$ cat src/rtl/spi_slave_pkg.sv
// Shared types and constants for the SPI slave front end.
package spi_slave_pkg;

  typedef enum logic [2:0] {
    StIdle,
    StChkCmd,
    StWrite,
    StReadAdd,
    StReadData
  } spi_state_e;

  // Command field carried in the top two bits of a received word.
  localparam logic [1:0] CMD_WR_ADDR = 2'b00;
  localparam logic [1:0] CMD_WR_DATA = 2'b01;
  localparam logic [1:0] CMD_RD_ADDR = 2'b10;
  localparam logic [1:0] CMD_RD_DATA = 2'b11;

  localparam int unsigned DEFAULT_ADDR_WIDTH = 8;
  localparam int unsigned RX_BITS = DEFAULT_ADDR_WIDTH + 2;

  // Received word width: two command bits plus the address/data byte.
  function automatic int unsigned rx_bits(input int unsigned addr_width);
    return addr_width + 2;
  endfunction

endpackage

$ cat src/rtl/spi_tx_shifter.sv
// Parallel-to-serial read-data shifter: armed by the FSM, loads on tx_valid,
// shifts MSB first and flags done once the whole byte has been driven.
module spi_tx_shifter #(
  parameter int unsigned Width = 8
) (
  input  logic             clk,
  input  logic             rst,
  input  logic             clear,
  input  logic             arm,
  input  logic             tx_valid,
  input  logic [Width-1:0] tx_data,
  output logic             miso,
  output logic             done
);

  localparam int unsigned CntW = (Width > 1) ? $clog2(Width) : 1;

  logic             armed_q;
  logic             active_q;
  logic             done_q;
  logic [Width-1:0] sreg_q;
  logic [CntW-1:0]  cnt_q;

  // Arm, load, shift and retire the outgoing byte; clear drops everything.
  always_ff @(posedge clk) begin
    if (rst || clear) begin
      armed_q  <= 1'b0;
      active_q <= 1'b0;
      done_q   <= 1'b0;
      sreg_q   <= '0;
      cnt_q    <= '0;
    end else if (arm) begin
      armed_q <= 1'b1;
      done_q  <= 1'b0;
    end else if (armed_q && tx_valid) begin
      // Bit 7 is on the line right after the loading edge.
      sreg_q   <= tx_data;
      active_q <= 1'b1;
      armed_q  <= 1'b0;
      cnt_q    <= '0;
    end else if (active_q) begin
      if (cnt_q == CntW'(Width - 1)) begin
        active_q <= 1'b0;
        done_q   <= 1'b1;
      end else begin
        sreg_q <= {sreg_q[Width-2:0], 1'b0};
        cnt_q  <= cnt_q + CntW'(1);
      end
    end
  end

  // Line is low unless a byte is actively being shifted.
  always_comb begin
    miso = active_q & sreg_q[Width-1];
    done = done_q;
  end

endmodule

$ cat src/rtl/spi_slave.sv
// SPI slave front end: frame FSM and receive shift register, with the
// read-data return path delegated to spi_tx_shifter.
module spi_slave
  import spi_slave_pkg::*;
#(
  parameter int unsigned ADDR_WIDTH = DEFAULT_ADDR_WIDTH
) (
  input  logic                  clk,
  input  logic                  rst,
  input  logic                  ss_n,
  input  logic                  mosi,
  output logic                  miso,
  output logic [ADDR_WIDTH+1:0] rx_data,
  output logic                  rx_valid,
  input  logic [ADDR_WIDTH-1:0] tx_data,
  input  logic                  tx_valid
);

  localparam int unsigned RxBits = rx_bits(ADDR_WIDTH);
  localparam int unsigned CntW   = $clog2(RxBits);

  spi_state_e        state_q, state_d;
  logic [CntW-1:0]   cnt_q, cnt_d;
  logic [RxBits-2:0] shift_q, shift_d;
  logic [RxBits-1:0] rx_data_q, rx_data_d;
  logic              rx_valid_q, rx_valid_d;
  logic              addr_seen_q, addr_seen_d;
  // Set once a word has been taken in this frame so extra bits are ignored.
  logic              word_done_q, word_done_d;
  logic              tx_arm;
  logic              tx_clear;
  logic              tx_miso;
  logic              tx_done;

  // State and datapath registers.
  always_ff @(posedge clk) begin
    if (rst) begin
      state_q     <= StIdle;
      cnt_q       <= '0;
      shift_q     <= '0;
      rx_data_q   <= '0;
      rx_valid_q  <= 1'b0;
      addr_seen_q <= 1'b0;
      word_done_q <= 1'b0;
    end else begin
      state_q     <= state_d;
      cnt_q       <= cnt_d;
      shift_q     <= shift_d;
      rx_data_q   <= rx_data_d;
      rx_valid_q  <= rx_valid_d;
      addr_seen_q <= addr_seen_d;
      word_done_q <= word_done_d;
    end
  end

  // Next-state logic: command check, 10-bit word capture, frame abort.
  always_comb begin
    state_d     = state_q;
    cnt_d       = cnt_q;
    shift_d     = shift_q;
    rx_data_d   = rx_data_q;
    rx_valid_d  = 1'b0;
    addr_seen_d = addr_seen_q;
    word_done_d = word_done_q;
    tx_arm      = 1'b0;

    unique case (state_q)
      StIdle: begin
        cnt_d       = '0;
        word_done_d = 1'b0;
        if (!ss_n) begin
          state_d = StChkCmd;
        end
      end

      StChkCmd: begin
        cnt_d = '0;
        if (ss_n) begin
          state_d = StIdle;
        end else if (!mosi) begin
          state_d = StWrite;
        end else if (addr_seen_q) begin
          state_d = StReadData;
        end else begin
          state_d = StReadAdd;
        end
      end

      StWrite, StReadAdd, StReadData: begin
        if (!word_done_q) begin
          if (cnt_q == CntW'(RxBits - 1)) begin
            // Capture even if ss_n rises on this same edge.
            rx_data_d   = {shift_q, mosi};
            rx_valid_d  = 1'b1;
            cnt_d       = '0;
            word_done_d = 1'b1;
            if (state_q == StReadAdd) begin
              addr_seen_d = 1'b1;
            end
            if (state_q == StReadData) begin
              addr_seen_d = 1'b0;
              tx_arm      = 1'b1;
            end
          end else begin
            shift_d = {shift_q[RxBits-3:0], mosi};
            cnt_d   = cnt_q + CntW'(1);
          end
        end
        if (ss_n) begin
          state_d     = StIdle;
          cnt_d       = '0;
          word_done_d = 1'b0;
        end
      end

      default: begin
        state_d = StIdle;
      end
    endcase
  end

  // Deselect wipes any pending or in-flight read data.
  always_comb begin
    tx_clear = ss_n;
  end

  spi_tx_shifter #(
    .Width (ADDR_WIDTH)
  ) u_tx_shifter (
    .clk      (clk),
    .rst      (rst),
    .clear    (tx_clear),
    .arm      (tx_arm),
    .tx_valid (tx_valid),
    .tx_data  (tx_data),
    .miso     (tx_miso),
    .done     (tx_done)
  );

  // Registered outputs; hold the line low once the byte is out.
  always_comb begin
    rx_data  = rx_data_q;
    rx_valid = rx_valid_q;
    miso     = tx_miso & ~tx_done;
  end

endmodule

$ cat config.mk
export PLATFORM = sky130hd
export DESIGN_NAME = spi_slave
export DESIGN_NICKNAME = d
export VERILOG_FILES = /design/src/rtl/spi_slave_pkg.sv /design/src/rtl/spi_tx_shifter.sv /design/src/rtl/spi_slave.sv
export SDC_FILE = /design/constraint.sdc
export NUM_CORES = 1
export LEC_CHECK = 0
export ABC_AREA = 0
export CAP_MARGIN = 20
export CORE_MARGIN = 2
export CORE_UTILIZATION = 50
export CTS_BUF_LIST = sky130_fd_sc_hd__clkbuf_8
export DETAILED_ROUTE_END_ITERATION = 16
export PLACE_DENSITY = 0.86
export SLEW_MARGIN = 10
export SYNTH_ARGS = -nofsm -noshare
export SYNTH_HDL_FRONTEND = slang
export SYNTH_SLANG_ARGS = --single-unit
$ cat constraint.sdc
create_clock -name clk -period 1.65 [get_ports clk]
set_clock_uncertainty 0.15 [all_clocks]
set_input_delay 0.495 -clock clk [delete_from_list [all_inputs] [get_ports clk]]
set_output_delay 0.495 -clock clk [all_outputs]
set_load 0.05 [all_outputs]
==> flow_summary_export.csv, run 1 <==
group,metric,value,unit
yosys,synth_cell_types,42,
placement,dpl_cell_area,2407,µm²
clocking,h-tree-depth,2,
worst_setup_path,crit_type,"reg2reg",
placement,portBuffers,24,
die,start_util,51.62,%
yosys,ys_warn_count,0,
yosys,synth-seq-area-share,45.90,%
worst_setup_path,slowest_stage,"or3b_4",
layout,instances_no_fill,298,
timing,slew_headroom,79.58,%
yosys,synth-seq-cells,43,
die,rows,22,
clocking,cts_tree,"yes",
worst_setup_path,crit_path_end_kind,"register",
clocking,clock-sinks,43,
worst_setup_path,max_stage_delay,420,ps
grt,gr-total-overflow,0,
clocking,cts_buffers,5,
clocking,clock_path_buffers,2,
layout,antenna_cells,0,
routing,viasPerCell,5.611,
grt,grt_max_degree,15,
placement,place_congestion,0.8714,
yosys,synth_nets,215,
grt,grt_use_total,23.81,%
hold_path,hold_path_class,"reg2reg",
die,dieArea,4257,µm²
pwr,leakage,1.140,nW
routing,first_pass_iters,5,
clocking,ctsRootBufferMaster,"clkbuf_8",
timing,hold_viol,0,
die,core_area,3633,µm²
pwr,p_total,1.875,mW
routing,totalWireLength,4998,µm
worst_setup_path,cp.required,1700,ps
yosys,syn_area_per_cell,9.472,µm²
routing,antenna_left,0,
die,ioPinCount,25,
timing,fin_crit,1772,ps
grt,grt_pass1_wl,7631,µm
worst_setup_path,critPathLaunchType,"register",
clocking,cts.clk_slew.worst_paths,90,ps
timing,setup_tns,-1543,ps
timing,timing.hold.ws,329.5,ps
worst_setup_path,arrival,1820,ps
grt,antenna_found_initial,0,
layout,fillers,232,
worst_setup_path,crit_path_cell_trace,"or3b_4, a211oi_4, buf_6, mux2i_1, nor2_1",
timing,tightest_slew,306.3,ps
routing,routedWlPerCell,16.77,µm
yosys,synth_cells,198,
yosys,netlist_area,1876,µm²
die,die_h,65.25,µm
timing,slew_viol_final,0,
layout,nNetsFinal,266,
status,violations,"setup timing",
pwr,ir_drop,0.4858,mV
layout,drive_above_1_share,40.40,%
die,die_x,65.25,µm
timing,setup_slack,-122.1,ps
placement,place.detailed.hpwl,2725,µm
timing,finalSetupViolations,33,
timing,fmaxAchievable,0.5643,GHz
timing,final.period_utilization,107.4,%
routing,drtIter0Drc,97,
placement,dp.cells,280,
worst_setup_path,worst-path-max-fanout,4,
status,status,"finished with violations",
routing,vias,1672,
routing,drcViolationCount,0,
run,max_cap_viol_count,0,
pwr,power_density,661.6,nW/µm²
timing,rsz0062_at_grt,"yes",
clocking,clkLatencyLatePin,310,ps
layout,area_delta_synth_final,51.10,%
grt,grt_pass1_vias,1655,
layout,fin_area,2834,µm²
==> power by group <==
| group | total [mW] | switching, mW | internal, mW | leakage (nW) |
|---|---|---|---|---|
| clock network | 0.688 | 0.393 | 0.295 | 0.0402 |
| logic | 0.138 | 0.0660 | 0.0722 | 0.749 |
| registers | 1.05 | 0.00548 | 1.04 | 0.351 |
==> state kept, by name, summed over array words and instances (netlist names) <==
| signal | count |
|---|---|
| rx_data | 10 |
| shift_q | 9 |
| u_tx_shifter.sreg_q | 8 |
| cnt_q | 4 |
| state_q | 3 |
| u_tx_shifter.cnt_q | 3 |
| addr_seen_q | 1 |
| rx_valid | 1 |
| u_tx_shifter.active_q | 1 |
| u_tx_shifter.armed_q | 1 |
| u_tx_shifter.done | 1 |
| word_done_q | 1 |
==> per-layer routing <==
metal	vias to the layer above	part of all wire [%]	GRT usage (%)
met5	-	0	0
met3	12	3.6	5.479
met1	818	40	25.16
met2	47	54	43.37
met4	0	2.8	13.02
li1	795	-	-
==> synthesized netlist by cell type (all sizes together) <==
library cell | instances | area (µm²)
mux2i | 26 | 260.3
a2111oi | 1 | 8.760
nand2b | 4 | 25.02
nand2 | 12 | 45.04
or4 | 1 | 7.510
ha | 4 | 50.05
and3b | 1 | 8.760
nor3b | 2 | 15.01
o22ai | 1 | 6.260
nand4 | 4 | 25.02
o31ai | 1 | 7.510
a21bo | 1 | 10.01
inv | 5 | 18.77
nor2 | 34 | 127.6
clkbuf | 5 | 18.77
nand3b | 3 | 22.52
or2 | 1 | 6.260
nor2b | 3 | 18.77
o32ai | 2 | 17.52
dfxtp | 43 | 860.8
and2 | 1 | 6.260
a2bb2oi | 1 | 8.760
nand4b | 1 | 8.760
a22o | 1 | 8.760
nand3 | 1 | 5.000
and4bb | 1 | 12.51
a31oi | 2 | 12.51
a21oi | 7 | 35.03
o21a | 1 | 7.510
or3b | 1 | 11.26
a221oi | 1 | 8.760
a211oi | 9 | 77.57
or3 | 1 | 6.260
a22oi | 2 | 20.02
nor3 | 3 | 15.01
o21ai | 4 | 20.02
buf | 7 | 51.29
==> what timing repair did <==
item,4_1_cts,5_1_grt
pin swaps,7,14
gates resized for setup,29,35
endpoints found under the setup margin,31,39
cloned,3,1
hold endpoints to repair,0,0
setup buffers,3,5
hold buffers,0,0
==> per-stage QoR <==
stage | setup WS (ps) | util (%)
2_1_floorplan | -50.21 | -
4_1_cts | -94.54 | 73.07
6_report | -122.1 | 78.00
3_3_place_gp | -297.3 | 66.25
3_5_place_dp | -383.4 | 66.25
5_1_grt | -155.5 | 78.00
==> cells in the final DEF, fill, tap and decap left out, drive strengths merged, types with 4 or more instances in the layout <==
cell type      instances
dfxtp                 43
buf                   43
nor2                  34
mux2i                 26
nand2                 12
clkdlybuf4s50         11
a211oi                 9
a21oi                  7
clkbuf                 6
inv                    5
nand4                  4
nand2b                 4
o21ai                  4
ha                     4
==> cells by family after synthesis <==
logic type	share of synthesized area, %
adders and majority gates	2.669
buffers and inverters	4.736
and+or+nand+nor	19.55
DFF	45.90
muxes	13.88
AOI/OAI and AO/OA	13.28
==> worst paths after layout <==
path	startpoint	end	slack, ps	cells past startpoint
hold reg to reg	u_tx_shifter.cnt_q[1]	u_tx_shifter.cnt_q[1]	330	2
setup reg to reg	state_q[1]	shift_q[8]	-120	5
hold / removal	u_tx_shifter.cnt_q[1]	u_tx_shifter.cnt_q[1]	330	2
setup / recovery	state_q[1]	shift_q[8]	-120	5
==> area by class of cell <==
| class | instances | area, µm² | area share [%] |
|---|---|---|---|
| flip-flops and latches | 43 | 870.8 | 30.73 |
| inverters | 5 | 18.77 | 0.6623 |
| clock buffers | 5 | 68.82 | 2.428 |
| repair buffers | 56 | 668.1 | 23.58 |
| well taps | 48 | 60.06 | 2.119 |
| multi-input cells | 138 | 1127 | 39.78 |
| clock inverters | 3 | 20.02 | 0.7064 |
==> worst max-delay path: cells and delay by family (launching register included) <==
kind | cells | cell delay [ps]
DFF | 1 | 330
and+or+nand+nor | 2 | 490
buffers and inverters | 1 | 170
AOI/OAI and AO/OA | 1 | 290
muxes | 1 | 230
Note: power is estimated with default switching activity, not from simulation.
==> run 2: changes to the inputs <==
--- a/config.mk
+++ b/config.mk
@@ -8,11 +8,10 @@
 export ABC_AREA = 0
 export CAP_MARGIN = 20
 export CORE_MARGIN = 2
-export CORE_UTILIZATION = 50
+export CORE_UTILIZATION = 40
 export CTS_BUF_LIST = sky130_fd_sc_hd__clkbuf_8
 export DETAILED_ROUTE_END_ITERATION = 16
-export PLACE_DENSITY = 0.86
-export SLEW_MARGIN = 10
+export PLACE_DENSITY = 0.73
 export SYNTH_ARGS = -nofsm -noshare
 export SYNTH_HDL_FRONTEND = slang
 export SYNTH_SLANG_ARGS = --single-unit
==> flow_summary_export.csv, run 2 (synthesized netlist as in run 1, its figures left out) <==
group,metric,value,unit
timing,fin_crit,1701,ps
layout,antenna_cells,0,
clocking,cts_buffers,5,
layout,layout.cells.most_common_list,"dfxtp_1 (36), nor2_1 (29), mux2i_1 (25)",
grt,gr-total-overflow,0,
clocking,cts_tree,"yes",
grt,grt_pass1_wl,6810,µm
routing,antenna_left,0,
run,max_cap_viol_count,0,
grt,antenna_found_initial,0,
routing,first_pass_iters,4,
worst_setup_path,arrival,1730,ps
layout,area_delta_synth_final,49.23,%
routing,routedWlPerCell,13.77,µm
clocking,clkLatencyLatePin,290,ps
timing,setup_slack,-50.78,ps
die,die_h,72.48,µm
grt,grt_pass1_vias,1507,
die,start_util,42.20,%
status,violations,"setup timing",
worst_setup_path,cp.required,1680,ps
timing,final.period_utilization,103.1,%
timing,slew_headroom,78.15,%
placement,place.detailed.hpwl,2650,µm
die,rows,24,
timing,hold_viol,0,
routing,drcViolationCount,0,
layout,fin_area,2799,µm²
pwr,leakage,1.117,nW
pwr,ir_drop,0.5427,mV
die,die_x,72.48,µm
timing,tightest_slew,319.5,ps
routing,totalWireLength,4144,µm
timing,finalSetupViolations,17,
clocking,clock-sinks,43,
layout,nNetsFinal,265,
clocking,cts.clk_slew.worst_paths,80,ps
worst_setup_path,critPathLaunchType,"register",
worst_setup_path,max_stage_delay,320,ps
clocking,ctsHoldBuffers,0,
worst_setup_path,crit_path_end_kind,"register",
placement,dp.cells,286,
layout,instances_no_fill,301,
timing,rsz0062_at_grt,"yes",
clocking,h-tree-depth,2,
die,core_area,4444,µm²
placement,place_congestion,0.8240,
grt,grt_max_degree,22,
status,status,"finished with violations",
routing,vias,1567,
clocking,clock_path_buffers,2,
layout,layout_commonest_cell,"dfxtp_1",
layout,largest_register_ffs,10,
placement,portBuffers,24,
placement,dpl_cell_area,2452,µm²
routing,viasPerCell,5.206,
worst_setup_path,crit_path_cell_trace,"buf_4, nand2b_2, a211oi_4, buf_6, mux2i_1, nor2_1",
worst_setup_path,crit_type,"reg2reg",
layout,drive_above_1_share,36.55,%
worst_setup_path,slowest_stage,"dfxtp_2",
hold_path,hold_path_class,"reg2reg",
timing,slew_viol_final,0,
worst_setup_path,worst-path-max-fanout,7,
timing,fmaxAchievable,0.5880,GHz
routing,drtIter0Drc,49,
grt,grt_use_total,16.42,%
clocking,ctsRootBufferMaster,"clkbuf_8",
pwr,power_density,641.9,nW/µm²
die,dieArea,5253,µm²
placement,place_ws,-360.5,ps
die,ioPinCount,25,
-- run 2: critical path: cells and delay by family (launching register included) --
family	cells	cell delay [ps]
AOI/OAI and AO/OA	1	310
buffers and inverters	2	320
DFF	1	320
muxes	1	190
and+or+nand+nor	2	300
-- run 2: stage by stage --
step / power, mW / hold WS, ps / setup TNS (ps) / util [%]
final: 1.797 / 339.6 / -404.3 / 62.98
after global routing: 1.869 / 356.1 / -2347 / 62.98
after CTS: 1.814 / 336.1 / -651.1 / 60.30
after detailed placement: 1.190 / 314.3 / -8176 / 55.18
after global placement: 1.189 / 300.1 / -7825 / 55.18
after floorplan: 1.129 / 289.7 / -451.4 / -
-- run 2: what timing repair did --
action | 4_1_cts | 5_1_grt
resized for setup | 29 | 21
setup buffers | 1 | 2
pin swaps | 7 | 13
endpoints found under the setup margin | 31 | 36
cloned | 2 | 2
-- run 2: report_power, final --
part | internal, mW | switching (mW) | total [mW]
sequential | 1.04 | 0.00538 | 1.05
combinational | 0.0701 | 0.0587 | 0.129
clock | 0.285 | 0.335 | 0.619
-- run 2: cell type report --
type | instances | area (µm²)
inverter | 5 | 18.77
timing repair buffer | 55 | 678.2
fill | 367 | 1645
sequential | 43 | 869.6
clock inverter | 3 | 12.51
multi-input combinational | 138 | 1086
tap | 52 | 65.06
clock buffer | 5 | 68.82
-- run 2: per-layer routing --
metal	vias up	GRT usage [%]	routed length, µm
met2	28	27.22	2127
met5	-	0	0
li1	795	-	-
met4	0	5.761	59
met3	8	3.611	118
met1	736	21.14	1839
-- run 2: worst paths after layout --
path | start | endpoint | slack (ps) | cells past startpoint
hold reg to reg | u_tx_shifter.sreg_q[0] | u_tx_shifter.sreg_q[0] | 340 | 2
hold / removal | u_tx_shifter.sreg_q[0] | u_tx_shifter.sreg_q[0] | 340 | 2
setup / recovery | state_q[2] | shift_q[2] | -50 | 6
setup reg to reg | state_q[2] | shift_q[2] | -50 | 6
